==> config.mk <==
export PLATFORM = sky130hd
export DESIGN_NAME = bist_march_sequencer
export DESIGN_NICKNAME = d
export VERILOG_FILES = /design/src/rtl/bist_march_sequencer_pkg.sv /design/src/rtl/bist_resp_compare.sv /design/src/rtl/bist_march_sequencer.sv
export SDC_FILE = /design/constraint.sdc
export NUM_CORES = 1
export LEC_CHECK = 0
export BUFFER_PORTS_ARGS = -buffer_cell sky130_fd_sc_hd__buf_4
export CORE_MARGIN = 5
export CORE_UTILIZATION = 59
export DETAILED_ROUTE_END_ITERATION = 8
export PLACE_DENSITY = 0.82
export SYNTH_ARGS = -nofsm -noshare
export SYNTH_HDL_FRONTEND = slang
export SYNTH_HIERARCHICAL = 1
export SYNTH_SLANG_ARGS = --single-unit
==> constraint.sdc <==
create_clock -name clk -period 7.6 [get_ports clk]
set_input_delay 1.14 -clock clk [delete_from_list [all_inputs] [get_ports clk]]
set_output_delay 1.14 -clock clk [all_outputs]
set_load 0.05 [all_outputs]
==> src/rtl/bist_march_sequencer_pkg.sv <==
// rtl/bist_march_sequencer_pkg.sv - shared types and March C- tables for the SRAM BIST datapath
//
// Purpose : state encoding, per-element direction/op table and op-count
//           constant used by bist_march_sequencer and bist_resp_compare.
// Ports   : none (package).
package bist_march_sequencer_pkg;

   typedef enum logic [3:0] {
      ST_IDLE  = 4'd0,
      ST_M0    = 4'd1,
      ST_M1    = 4'd2,
      ST_M2    = 4'd3,
      ST_M3    = 4'd4,
      ST_M4    = 4'd5,
      ST_M5    = 4'd6,
      ST_DRAIN = 4'd7,
      ST_DONE  = 4'd8
   } state_t;

   localparam int NO_OF_MARCH_STATES = 6;

   // Total ops per address summed over all six elements (1+2+2+2+2+1).
   localparam int MARCH_OPS_PER_ADDR = 10;

   typedef struct packed {
      logic is_read;   // 1 = read, 0 = write
      logic pol;       // data polarity: 1 = all-1s, 0 = all-0s
   } march_op_t;

   typedef struct packed {
      logic      desc;     // 1 = address max->0
      logic      two_ops;  // element issues op0 then op1 per address
      march_op_t op0;
      march_op_t op1;
   } march_elem_t;

   function automatic int march_op_count(input int addr_w);
      return MARCH_OPS_PER_ADDR * (2 ** addr_w);
   endfunction

   localparam int MARCH_OP_COUNT = march_op_count(8);

   // Index 6 and above return an ascending, empty element; the sequencer
   // uses that to reload the address to 0 when leaving M5.
   function automatic march_elem_t march_elem(input logic [2:0] idx);
      march_elem_t e;
      e = '0;
      case (idx)
         3'd0: e = '{desc: 1'b0, two_ops: 1'b0, op0: '{1'b0, 1'b0}, op1: '{1'b0, 1'b0}};
         3'd1: e = '{desc: 1'b0, two_ops: 1'b1, op0: '{1'b1, 1'b0}, op1: '{1'b0, 1'b1}};
         3'd2: e = '{desc: 1'b0, two_ops: 1'b1, op0: '{1'b1, 1'b1}, op1: '{1'b0, 1'b0}};
         3'd3: e = '{desc: 1'b1, two_ops: 1'b1, op0: '{1'b1, 1'b0}, op1: '{1'b0, 1'b1}};
         3'd4: e = '{desc: 1'b1, two_ops: 1'b1, op0: '{1'b1, 1'b1}, op1: '{1'b0, 1'b0}};
         3'd5: e = '{desc: 1'b0, two_ops: 1'b0, op0: '{1'b1, 1'b0}, op1: '{1'b0, 1'b0}};
         default: e = '0;
      endcase
      return e;
   endfunction

   function automatic logic [2:0] state_elem(input state_t s);
      logic [2:0] idx;
      idx = 3'd0;
      case (s)
         ST_M1:   idx = 3'd1;
         ST_M2:   idx = 3'd2;
         ST_M3:   idx = 3'd3;
         ST_M4:   idx = 3'd4;
         ST_M5:   idx = 3'd5;
         default: idx = 3'd0;
      endcase
      return idx;
   endfunction

   function automatic state_t next_elem_state(input state_t s);
      state_t n;
      n = s;
      case (s)
         ST_M0:   n = ST_M1;
         ST_M1:   n = ST_M2;
         ST_M2:   n = ST_M3;
         ST_M3:   n = ST_M4;
         ST_M4:   n = ST_M5;
         ST_M5:   n = ST_DRAIN;
         default: n = s;
      endcase
      return n;
   endfunction

endpackage

==> src/rtl/bist_resp_compare.sv <==
// rtl/bist_resp_compare.sv - registered read-compare stage with sticky fail flag
//
// Purpose : captures the expected value of each issued read, compares it
//           against rdata one cycle later and latches a sticky fail.
//           With BIST_FAIL_LOG_EN defined, the first mismatch's address,
//           element and expected value are also held.
// Ports   : clk, rst (async active-low)
//           rd_en, rd_pol        - read issued this cycle and its polarity
//           rd_addr, rd_elem     - (BIST_FAIL_LOG_EN) address/element of the read
//           rdata                - SRAM read data, valid the cycle after rd_en
//           fail                 - sticky mismatch flag
//           fail_addr/elem/exp   - (BIST_FAIL_LOG_EN) first-mismatch log
module bist_resp_compare
   import bist_march_sequencer_pkg::*;
#(
   parameter int ADDR_W = 8,
   parameter int DATA_W = 4
) (
   input  logic              clk,
   input  logic              rst,
   input  logic              rd_en,
   input  logic              rd_pol,
`ifdef BIST_FAIL_LOG_EN
   input  logic [ADDR_W-1:0] rd_addr,
   input  logic [2:0]        rd_elem,
   output logic [ADDR_W-1:0] fail_addr,
   output logic [2:0]        fail_elem,
   output logic [DATA_W-1:0] fail_exp,
`endif
   input  logic [DATA_W-1:0] rdata,
   output logic              fail
);

   logic              vld_q;
   logic [DATA_W-1:0] exp_q;
   logic              mismatch;

   assign mismatch = vld_q && (rdata != exp_q);

   // The stage runs independently of cen so a read already issued still
   // gets checked while the sequencer is frozen or draining.
   always_ff @(posedge clk or negedge rst) begin
      if (!rst) begin
         vld_q <= 1'b0;
         exp_q <= '0;
         fail  <= 1'b0;
      end else begin
         vld_q <= rd_en;
         if (rd_en) begin
            exp_q <= rd_pol ? '1 : '0;
         end
         if (mismatch) begin
            fail <= 1'b1;
         end
      end
   end

`ifdef BIST_FAIL_LOG_EN
   logic [ADDR_W-1:0] cmp_addr_q;
   logic [2:0]        cmp_elem_q;

   always_ff @(posedge clk or negedge rst) begin
      if (!rst) begin
         cmp_addr_q <= '0;
         cmp_elem_q <= '0;
         fail_addr  <= '0;
         fail_elem  <= '0;
         fail_exp   <= '0;
      end else begin
         if (rd_en) begin
            cmp_addr_q <= rd_addr;
            cmp_elem_q <= rd_elem;
         end
         // fail is still low only on the very first mismatch.
         if (mismatch && !fail) begin
            fail_addr <= cmp_addr_q;
            fail_elem <= cmp_elem_q;
            fail_exp  <= exp_q;
         end
      end
   end
`endif

endmodule

==> src/rtl/bist_march_sequencer.sv <==
// rtl/bist_march_sequencer.sv - March C- sequencer for the SRAM BIST datapath
//
// Purpose : while cen is high, walks March C- (M0..M5) over the SRAM,
//           issuing one op per cycle, then drains the compare stage and
//           raises cout. Optional first-fail log: BIST_FAIL_LOG_EN.
// Ports   : clk, rst (async active-low), cen (run enable)
//           rdata  - SRAM read data, valid one cycle after re
//           addr, wdata, we, re - SRAM access
//           cout   - test complete (held in DONE)
//           fail   - sticky mismatch
//           fail_addr/fail_elem/fail_exp - (BIST_FAIL_LOG_EN) first mismatch
module bist_march_sequencer
   import bist_march_sequencer_pkg::*;
#(
   parameter int ADDR_W = 8,
   parameter int DATA_W = 4
) (
   input  logic              clk,
   input  logic              rst,
   input  logic              cen,
   input  logic [DATA_W-1:0] rdata,
   output logic [ADDR_W-1:0] addr,
   output logic [DATA_W-1:0] wdata,
   output logic              we,
   output logic              re,
   output logic              cout,
`ifdef BIST_FAIL_LOG_EN
   output logic [ADDR_W-1:0] fail_addr,
   output logic [2:0]        fail_elem,
   output logic [DATA_W-1:0] fail_exp,
`endif
   output logic              fail
);

   localparam logic [ADDR_W-1:0] ADDR_MAX = '1;
   localparam logic [ADDR_W-1:0] ADDR_ONE = ADDR_W'(1);

   state_t            state_q, state_d;
   logic [ADDR_W-1:0] addr_q, addr_d;
   logic              op_q, op_d;

   logic              in_march;
   logic [2:0]        elem;
   march_elem_t       cur, nxt;
   march_op_t         op;
   logic              issue;
   logic              last_op;
   logic              last_addr;

   assign in_march  = (state_q >= ST_M0) && (state_q <= ST_M5);
   assign elem      = state_elem(state_q);
   assign cur       = march_elem(elem);
   assign nxt       = march_elem(3'(elem + 3'd1));
   assign op        = op_q ? cur.op1 : cur.op0;
   assign issue     = in_march && cen;
   assign last_op   = !cur.two_ops || op_q;
   assign last_addr = cur.desc ? (addr_q == '0) : (addr_q == ADDR_MAX);

   assign we    = issue && !op.is_read;
   assign re    = issue && op.is_read;
   assign wdata = (we && op.pol) ? '1 : '0;
   assign addr  = addr_q;
   assign cout  = (state_q == ST_DONE);

   always_ff @(posedge clk or negedge rst) begin
      if (!rst) begin
         state_q <= ST_IDLE;
         addr_q  <= '0;
         op_q    <= 1'b0;
      end else begin
         state_q <= state_d;
         addr_q  <= addr_d;
         op_q    <= op_d;
      end
   end

   always_comb begin
      state_d = state_q;
      addr_d  = addr_q;
      op_d    = op_q;
      case (state_q)
         ST_IDLE: begin
            if (cen) begin
               state_d = ST_M0;
            end
         end
         ST_DRAIN: state_d = ST_DONE;
         ST_DONE:  state_d = ST_DONE;
         default: begin
            // M0..M5: everything holds while cen is low.
            if (issue) begin
               if (!last_op) begin
                  op_d = 1'b1;
               end else begin
                  op_d = 1'b0;
                  if (last_addr) begin
                     // No bubble: the reload makes the next element's
                     // first address current on the very next cycle.
                     state_d = next_elem_state(state_q);
                     addr_d  = nxt.desc ? ADDR_MAX : '0;
                  end else begin
                     addr_d = cur.desc ? (addr_q - ADDR_ONE) : (addr_q + ADDR_ONE);
                  end
               end
            end
         end
      endcase
   end

   bist_resp_compare #(
      .ADDR_W (ADDR_W),
      .DATA_W (DATA_W)
   ) u_cmp (
      .clk       (clk),
      .rst       (rst),
      .rd_en     (re),
      .rd_pol    (op.pol),
`ifdef BIST_FAIL_LOG_EN
      .rd_addr   (addr_q),
      .rd_elem   (elem),
      .fail_addr (fail_addr),
      .fail_elem (fail_elem),
      .fail_exp  (fail_exp),
`endif
      .rdata     (rdata),
      .fail      (fail)
   );

endmodule
# Word level (Yosys, flattened, before mapping)
# Cells that the tools add are included.
# W data, S select, Z words.
[totals]
out_inout_bits = 16
word_cells = 70
ff_bits = 19
[classes]
addsub = 3
reduce_logical = 20
magnitude_cmp = 2
n_eq_ne = 21
n_mux = 17
bitwise_logic = 1
[op_table]
columns = ["cell", "count"]
rows = [
  ["$pmux W6 S5", 2],
  ["$mux W4", 6],
  ["$mux W8", 3],
  ["$pmux W4 S6", 1],
  ["$eq A4 B3 Y1 const B", 4],
  ["$pmux W3 S5", 1],
  ["$eq A3 B2 Y1 const B", 4],
  ["$eq A3 B3 Y1 const B", 4],
  ["$reduce_bool A3 Y1", 3],
  ["$add A8 B1 Y8 const B", 1],
  ["$eq A4 B2 Y1 const B", 2],
  ["$eq A8 B8 Y1 const B", 1],
  ["$logic_not A8 Y1", 1],
  ["$pmux W4 S2", 1],
  ["$reduce_bool A8 Y1", 1],
  ["$sub A8 B1 Y8 const B", 1],
  ["$eq A3 B1 Y1 const B", 2],
  ["$logic_and A1 B1 Y1", 6],
  ["$reduce_and A5 Y1", 1],
  ["$eq A4 B1 Y1 const B", 1],
  ["$eq A4 B4 Y1 const B", 1],
  ["$ge A4 B1 Y1 const B", 1],
  ["$le A4 B3 Y1 const B", 1],
  ["$logic_not A4 Y1", 1],
  ["other kinds (12)", 14],
]

# Longest topological paths before layout
# Gate-level depths: netlist of run 1.
[depth]
word_depth = 9
depth_mapped = 12
depth_no_buf = 10

# Cells and area by module
# Netlist of run 1, hierarchy kept.
[modules_own_cells]
columns = ["mod", "n_inst", "area_per_inst_um2", "cells_each", "seq_area_each_um2"]
rows = [
  ["bist_march_sequencer", 1, 1173.6, 138, 325.3],
  ["bist_resp_compare", 1, 126.4, 8, 75.1],
]

# Worst setup path after synthesis of run 1
# OpenSTA, ideal clock, no wires.
[synth_path]
kind = "flip-flop to output port"
from = "reg state_q[0]"
to = "out re"
path_slack_ns = 3.899
t_arrival_ns = 2.561
stages_incl_launch_ff = 8
n_path_buf = 2
cell_sequence = "dfrtp_1 clkbuf_1 xor2_1 nand2b_1 ha_1 clkbuf_1 nor2_1 nor3_1"
[synth_via]
elab_chain_len = 6
word_cells_on_any_way = 18
cone_classes = "order compare: 2; eq/ne: 10; mux: 3; reduce/logical: 3"
[synth_rtl]
columns = ["item", "line", "source"]
rows = [
  ["from (decl)", "bist_march_sequencer.sv:38", "state_t state_q, state_d;"],
  ["from (signal assigned)", "bist_march_sequencer.sv:71", "state_q <= state_d;"],
  ["$eq A4 B3 Y1 / $eq A4 B2 Y1 (equally long branches)", "bist_march_sequencer_pkg.sv:63", "case (s)"],
  ["$pmux W3 S5", "bist_march_sequencer_pkg.sv:63", ""],
  ["$eq A3 B3 Y1, or another cell as far along", "bist_march_sequencer_pkg.sv:48", "case (idx)"],
  ["$pmux W6 S5", "bist_march_sequencer_pkg.sv:48", ""],
  ["$mux W2", "bist_march_sequencer.sv:54", "assign op = op_q ? cur.op1 : cur.op0;"],
  ["$logic_and A1 B1 Y1 (*)", "bist_march_sequencer.sv:60", "assign re = issue && op.is_read;"],
  ["to (decl)", "bist_march_sequencer.sv:25", "output logic re,"],
]
# Every way passes the cells marked *; elsewhere a longest branch is shown, timed or not.

# Final worst setup path of run 1
[layout_path]
from = "reg state_q[3]"
to = "out re"
# Same word-level chain as after synthesis.

==> out/summary.md, run 1 <==
The cell type with the highest aggregate area in the netlist is sky130_fd_sc_hd__dfrtp_1. The remaining antenna violation count after routing is 0, and the number of buffers created by CTS is 3. The routed design has 3.05 mm of wire. For the worst setup path, the data required time is 6.46 ns. The critical path goes through nand2b_1 -> nor3_1 -> ha_1 -> nor2_1 -> nor3_1 -> buf_4.

The growth of design area from synthesis to finish was 13.8%. The run finished with clean final reports. In the finished design, the share of the clock period the worst path needs comes to 45.4%. The run gives 0 as the post-cts repair resize count. After synthesis the cells add up to 0.00130 mm2. Largest incremental delay on the critical path: 0.53 ns. The first detailed-routing pass ran for 4 iterations. Post-synthesis register bit count: 16. The total nets after synthesis was 161; the x dimension of the die was 56.9 um. In the post-synthesis netlist, the biggest area contributors are sky130_fd_sc_hd__dfrtp_1 31%, sky130_fd_sc_hd__ha_1 6.7%, sky130_fd_sc_hd__o21ai_0 3.8%, sky130_fd_sc_hd__nor2_1 3.8%, sky130_fd_sc_hd__mux2_2 3.5%. The tools report the nature of the critical path startpoint as a flop. After Yosys synthesis, XOR and XNOR cells account for 2.02% of the synthesized area. During synthesis, Yosys emitted a total of 6 warnings.

The region available for standard cell placement spans 0.00215 mm2. The synthesized netlist devotes 22.9% of its cell area to compound gates. Setup violations remaining at the end of the flow were counted as 0. A synthesized cell averages 8.90 um2.

The cell family with the largest share of critical-path delay was simple AND/OR/NAND/NOR gates. The final-report max-slew violation count came out at 0. At the worst endpoint, the arrival time is 2.31 ns. The tools report the sum of net half-perimeters after detailed placement as 2.28 mm. After clock tree synthesis, the clock-pin slew on the worst setup and hold paths is 0.10 ns. Hold repair after CTS inserted 0 buffers.

After synthesis, the share of flip-flops with an asynchronous set or reset is 100%. In this run the number of cells on the critical path is 6. The number of antenna diodes in the final layout is 0. The via count normalized by instance count works out to 6.62. For this run, the leading register cell type out of synthesis is sky130_fd_sc_hd__dfrtp_1. Global routing consumed, over all layers together, 19.2% of the routing resources. Initial antenna violation count: 0.

Port buffering added 22 buffers. Multiplexer cells account for 4.23% of the synthesized area. The die covers 0.00324 mm2. Across the VDD grid, the largest voltage drop is 0.000338 V. The number of fill cells in the layout is 161. TritonCTS built the clock tree.

The classification of the worst setup path was flop to output port. Combinational family with the most area after synthesis: simple AND/OR/NAND/NOR gates. Total setup buffers inserted after CTS: 0. The instance count along the most critical hold path is 1, and the count of nets after finishing is 177. The area share of the leading cell type in the synthesized netlist was 30.8%; the final-layout setup total negative slack was 0 ns.

The tools report the number of standard cells after synthesis as 146. The leftover overflow at the end of global routing is 0. The tools report the total number of clock tree sinks as 16.

The tools report the DRC violation count after routing as 0. The worst slew margin relative to its limit was 36.3%. Of all nets on the critical path, the largest fanout is 15. The clock arrives with 0.00116 ns of skew.

STA classifies the critical path endpoint as an output port. Root buffer cell: sky130_fd_sc_hd__clkbuf_4. Die outline height: 56.9 um.

In this run the core area contains 17 standard-cell rows. Of the cells placed in the final design, the portion with a size suffix greater than 1 is 23.0%. The routed wire length per instance is 16.1 um. The number of enable-type register cells in the synthesized netlist came out at 0. The final route contains 1,252 vias. The power per unit of standard cell area was 433 mW/mm2. The first routing iteration left 55 violations. For the number of hold-slack violations in the final timing report, the log shows 0.

The largest individual stage delay along the critical path comes from the cell sky130_fd_sc_hd__dfrtp_1. In this run the static leakage power is 0.612 nW. Ranked by instance count, the synthesized netlist is headed by 16 x sky130_fd_sc_hd__dfrtp_1, 13 x sky130_fd_sc_hd__nor2_1, 10 x sky130_fd_sc_hd__o21ai_0. The clock passes through at most 2 buffers. Once the floorplan was initialized, standard cells occupied 60.5% of the core. For the timing-limited maximum frequency, the log shows 290 MHz. The clock insertion delay at the later pin of the skew report was 0.29 ns; the number of buffers and inverters on the critical path was 1.

Routability congestion estimate: 0.808. 23 I/O pins were placed. The number of global-route vias before repair is 1,107. The count of max-cap constraint violations came out at 0. Most frequent cell after synthesis: sky130_fd_sc_hd__dfrtp_1. The cell count of the worst reg-to-reg path is 10, and the slew at the pin closest to its max-slew limit is 0.952 ns. Setup repair after global routing left no endpoint under its margin.

By instance count, the cell type seen most on the critical path is sky130_fd_sc_hd__nor3_1. The area share of fa/ha/maj cells after synthesis was 8.28%; the wire length of the first global-routing pass was 5.13 mm. The fraction of the mapped netlist area in simple logic gates is 26.8%, and the count of distinct cell types in the synthesized netlist is 49. After layout, the minimum clock period comes to 3.45 ns. For the maximum level of the CTS H-tree, the log shows 1.

The maximum number of pins on one net before global-route repair came out at 17. The path class of the tightest hold or removal check is flop to flop. The logs give 30.8% for the proportion of synthesized chip area in sequential cells and 68.8% for the final cell utilization of the core.
==> layout by cell type, fill, tap and decap left out, types with 3 or more instances in the layout <==
cell type | synthesis | final
sky130_fd_sc_hd__a21o_1 | 3 | 3
sky130_fd_sc_hd__or3_1 | 3 | 3
sky130_fd_sc_hd__a21oi_1 | 6 | 6
sky130_fd_sc_hd__o211ai_1 | 3 | 3
sky130_fd_sc_hd__nand4_1 | 3 | 3
sky130_fd_sc_hd__ha_1 | 7 | 7
sky130_fd_sc_hd__nand2_1 | 4 | 4
sky130_fd_sc_hd__a31oi_1 | 5 | 5
sky130_fd_sc_hd__nor3_1 | 4 | 4
sky130_fd_sc_hd__dfrtp_1 | 16 | 16
sky130_fd_sc_hd__o21bai_1 | 3 | 3
sky130_fd_sc_hd__mux2_2 | 4 | 4
sky130_fd_sc_hd__buf_4 | 3 | 22
sky130_fd_sc_hd__clkbuf_4 | 0 | 3
sky130_fd_sc_hd__nor2_1 | 13 | 13
sky130_fd_sc_hd__nand3_1 | 4 | 4
sky130_fd_sc_hd__o21ai_0 | 10 | 10
sky130_fd_sc_hd__nand2b_1 | 5 | 5
sky130_fd_sc_hd__nor4_1 | 6 | 6
==> through the flow <==
| stage | power (mW) | worst slack [ns] | hold WS (ns) | instance area (um2) | cells |
|---|---|---|---|---|---|
| after CTS | 0.639 | 4.17 | 0.478 | 1480 | 189 |
| after global placement | 0.558 | 4.37 | 0.441 | 1440 | 185 |
| after floorplan | 0.479 | 3.90 | 0.426 | 1300 | 146 |
| after detailed placement | 0.578 | 4.35 | 0.454 | 1440 | 185 |
| final | 0.641 | 4.15 | 0.480 | 1480 | 189 |
| after global routing | 0.683 | 3.98 | 0.494 | 1480 | 189 |
==> cell families after synthesis <==
group | after synthesis
xor gates and xnor gates | 3
AOI/OAI and AO/OA | 44
DFF | 16
muxes | 5
and+or+nand+nor | 57
buffers and inverters | 13
adders and majority gates | 8
==> cell type report <==
class | count | area (um2) | share of cell area [%]
Timing Repair Buffer | 22 | 165 | 11.2
Inverter | 2 | 7.51 | 0.508
Multi-Input combinational cell | 117 | 835 | 56.4
Clock buffer | 4 | 36.3 | 2.45
Sequential cell | 16 | 400 | 27.1
Tap cell | 28 | 35.0 | 2.37
==> flip-flops by register name (all words and copies together) (netlist names) <==
register,flops
addr,8
state_q,4
op_q,1
u_cmp/exp_q,1
u_cmp/fail,1
u_cmp/vld_q,1
==> per-layer routing <==
layer  vias to the layer above  part of all wire [%]  track usage [%]  wire length [um]
li1                        586                     -                -                 -
met1                       610                    44             27.0              1340
met5                         -                     0                0                 0
met2                        50                    49             31.3              1480
met4                         0                  0.98             3.64                30
met3                         6                   6.6             3.17               200
==> power breakdown <==
| group | internal [mW] | leakage [nW] | switching [mW] | total (mW) |
|---|---|---|---|---|
| Sequential | 0.113 | 0.182 | 0.0455 | 0.158 |
| Combinational | 0.161 | 0.408 | 0.262 | 0.423 |
| Clock | 0.0292 | 0.0210 | 0.0299 | 0.0591 |
==> path summary, 6_finish.rpt <==
kind / startpoint / endpoint / slack (ns)
worst max register to register: state_q[3] / addr[7] / 4.31
max in group asynchronous: rst / addr[5] / 6.73
worst min-delay path: u_cmp/fail / u_cmp/fail / 0.48
min in group asynchronous: rst / addr[3] / 0.69
worst min register to register: u_cmp/fail / u_cmp/fail / 0.48
worst max-delay path: state_q[3] / re / 4.15
(Power assumes the default switching activity.)
==> run 2: changes to the inputs <==
- CORE_UTILIZATION: 59 -> 50
- PLACE_DENSITY: 0.82 -> 0.73
- clock period: 7.6 -> 3.15 ns (I/O delays scaled with it)
==> out/summary.md, run 2 (synthesis results as in run 1) <==
The flow ran to the end, and the final reports show no timing, DRC or antenna violations. The number of detailed-route iterations in the first pass came out at 5 (+1). The routability congestion estimate is 0.801 (-0.85%), and the growth of design area from synthesis to finish is 15.8%. Number of buffers created by CTS: 3 (unchanged).

Traced cell by cell, the critical path runs through xor2_1 -> nand2b_1 -> ha_1 -> or2_2 -> fa_1 -> a211oi_1 -> o21bai_1 -> a21oi_1 -> nand3_1 -> a31oi_1. The share of post-route cells with drive strength above 1 was 26.2% (+3.2 points); the area taken by flip-flops and latches was 403 um2 (+0.62%). The number of rows created at floorplan was 18 (+1); the largest incremental delay on the critical path was 0.49 ns (-0.04 ns).

The static power due to leakage was 0.624 nW (+2.0%); the clock-pin slew of the registers on the worst-case setup and hold paths was 0.08 ns (-0.02 ns). The switching power of the nets is 0.807 mW (+140%). The number of input and output port buffers inserted is 22 (unchanged), and the flip-flop count of the largest register, all copies and words added is 8 (unchanged). Leaving out fill and tap cells, the most frequent cells in the layout are 26 x sky130_fd_sc_hd__buf_4, 14 x sky130_fd_sc_hd__dfrtp_1, 13 x sky130_fd_sc_hd__nor2_1.

The met3 demand-to-capacity share in global routing is 4.47% (+1.3 points). The tools report the critical path required time as 3.36 ns (-3.10 ns). The worst setup path is of the flop to flop kind. The tools report the kind of capture point of the worst setup path as a flop. The tools report the power consumption as 1.53 mW (+140%). The maximum level of the CTS H-tree came out at 1 (unchanged). The run gives 68.8% (+2.7 points) as the combinational fraction of design power.

For the worst setup timing slack at the placement stage, the log shows 0.113 ns (-4.24 ns). The slew at the pin closest to its max-slew limit came out at 0.491 ns (-0.461 ns). The largest individual stage delay along the critical path comes from the cell sky130_fd_sc_hd__dfrtp_2. The post-cts repair resize count came out at 0 (unchanged). The antenna diode count is 0 (unchanged). The logs give 0 (unchanged) for the final-report max-slew violation count and 181 (+2.3%) for the count of nets after finishing. Routed wire length per instance: 15.9 um (-1.7%). The final-layout setup total negative slack came out at 0 ns (unchanged). The worst ir drop on vdd came out at 0.000762 V (+130%).

The initial antenna violation count was 0 (unchanged); the share of total power in the clock network was 6.8% (-2.4 points). The worst path arrival time was 3.12 ns (+0.81 ns). The class of the most critical hold timing path is primary input to asynchronous set/reset pin. The proportion of total power due to net switching is 52.8% (+0.093 points).

The portion of total power attributed to sequential cells was 24.4% (-0.3 points). The tree is rooted in a sky130_fd_sc_hd__clkbuf_4. The worst setup path is launched from a flop. The wire length of the first global-routing pass came out at 5.18 mm (+0.94%).

Worst path setup slack after routing: 0.242 ns (-3.91 ns). The hold buffer count at CTS is 0 (unchanged), and the clock insertion delay at the later pin of the skew report is 0.28 ns (about the same). The number of global-route vias before repair came out at 1,135 (+2.5%). Most used routing layer: met2. The power per unit of standard cell area works out to 1010 mW/mm2 (+130%). The final cell utilization of the core was 60.8% (-8.1 points).

The cell count of the worst reg-to-reg path works out to 10 (unchanged). The run gives 24.3% (-2.6 points) as the met1 routing resource usage after global routing. The startpoint identified for the worst register-to-register timing path is state_q[1]. For the met2 track demand over resource in global routing, the log shows 30.7% (-0.63 points). The tools report the setup-violating endpoint count in the final report as 0 (unchanged). Total setup buffers inserted after CTS: 0 (unchanged).

The kind of cell with the highest combined delay along the critical path is compound AO/OA/AOI/OAI gates. The logs give 0.24 ns (-4.07 ns) for the setup slack of the most critical reg-to-reg path and 0 (unchanged) for the remaining antenna violation count after routing. The end of the worst register-to-register path is addr[6]. The largest fanout of any net on the critical path works out to 13 (-2). The logs give 17 (unchanged) for the maximum number of pins on one net before global-route repair and 23 (unchanged) for the top-level port count.

The number of buffers and inverters on the critical path is 0 (-1), and the total length of routed wires is 3.08 mm (+0.85%). The total number of clock tree sinks was 16 (unchanged). The run gives 226 (+40%) as the number of fill cells in the layout.

The tools report the effective utilization at floorplan as 52.5% (-8.0 points). The global-route usage over all layers was 18.4% (-0.70 points). Total number of vias: 1,211 (-3.3%).

The most critical setup path has its startpoint at state_q[1]. TritonCTS built the clock tree. The internal power was 0.721 mW (+140%). The final period demand of the worst path is 2.91 ns, and the area of the die is 0.00372 mm2 (+15%). The timing-limited maximum frequency is 344 MHz.

The logs give 0 (unchanged) for the DRC violation count after routing and 0.000834 ns (-0.000323 ns) for the final setup skew. The multi-input combinational cell area is 840 um2 (+0.60%), and the starting DRC count in detailed routing is 29 (-47%). For the placeable core region, the log shows 0.00248 mm2 (+15%). The x dimension of the die was 61.0 um (+7.1%); the count of max-cap constraint violations was 0 (unchanged). The via count normalized by instance count was 6.24 (-5.8%). Setup repair after global routing left no endpoint under its margin. The leftover overflow at the end of global routing came out at 0 (unchanged). The number of hold-slack violations in the final timing report is 0 (unchanged), and the post-route fraction of the period consumed by the critical path is 92.3%.

The die outline height came out at 61.0 um (+7.1%). The most common library cell in the layout ignoring fill and taps was sky130_fd_sc_hd__buf_4. Number of buffers between clock root and the deepest sink: 2 (unchanged).

The sum of net half-perimeters after detailed placement is 2.34 mm (+2.6%). The tools report the worst slew margin relative to its limit as 67.0% (+31 points).
==> run 2: layer usage <==
metal  vias to the layer above  wire length (um)
li1                        596                 -
met1                       572              1330
met2                        37              1540
met3                         6               185
met4                         0                25
met5                         -                 0
==> run 2: how the worst max path moves through the flow <==
stage                                end  slack [ns]  cells past startpoint
after floorplan           u_cmp/exp_q[2]        0.04                      8
after global placement           addr[6]        0.34                     10
after detailed placement         addr[7]        0.11                     10
after CTS                        addr[7]        0.09                     10
after global routing             addr[6]        0.02                     10
final                            addr[6]        0.24                     10
==> run 2: cell type report <==
type	count	area share [%]
Clock buffer	3	1.50
Inverter	2	0.499
Multi-Input combinational cell	117	55.8
Sequential cell	16	26.8
Tap cell	30	2.49
Timing Repair Buffer	26	13.0
==> run 2: metrics by stage <==
step                cells  cell area, um2  hold WS (ns)
finish                194            1510        0.0288
global route          194            1510        0.0264
CTS                   194            1500        0.0287
detailed placement    191            1480         0.347
global placement      191            1480         0.347
floorplan             146            1300         0.177
==> run 2: power by group through the flow <==
stage | clock network, mW | registers [mW] | logic, mW
floorplan | 0 | 0.507 | 0.649
global placement | 0 | 0.373 | 0.996
detailed placement | 0 | 0.377 | 1.03
CTS | 0.110 | 0.373 | 1.04
global route | 0.120 | 0.387 | 1.15
finish | 0.104 | 0.373 | 1.05
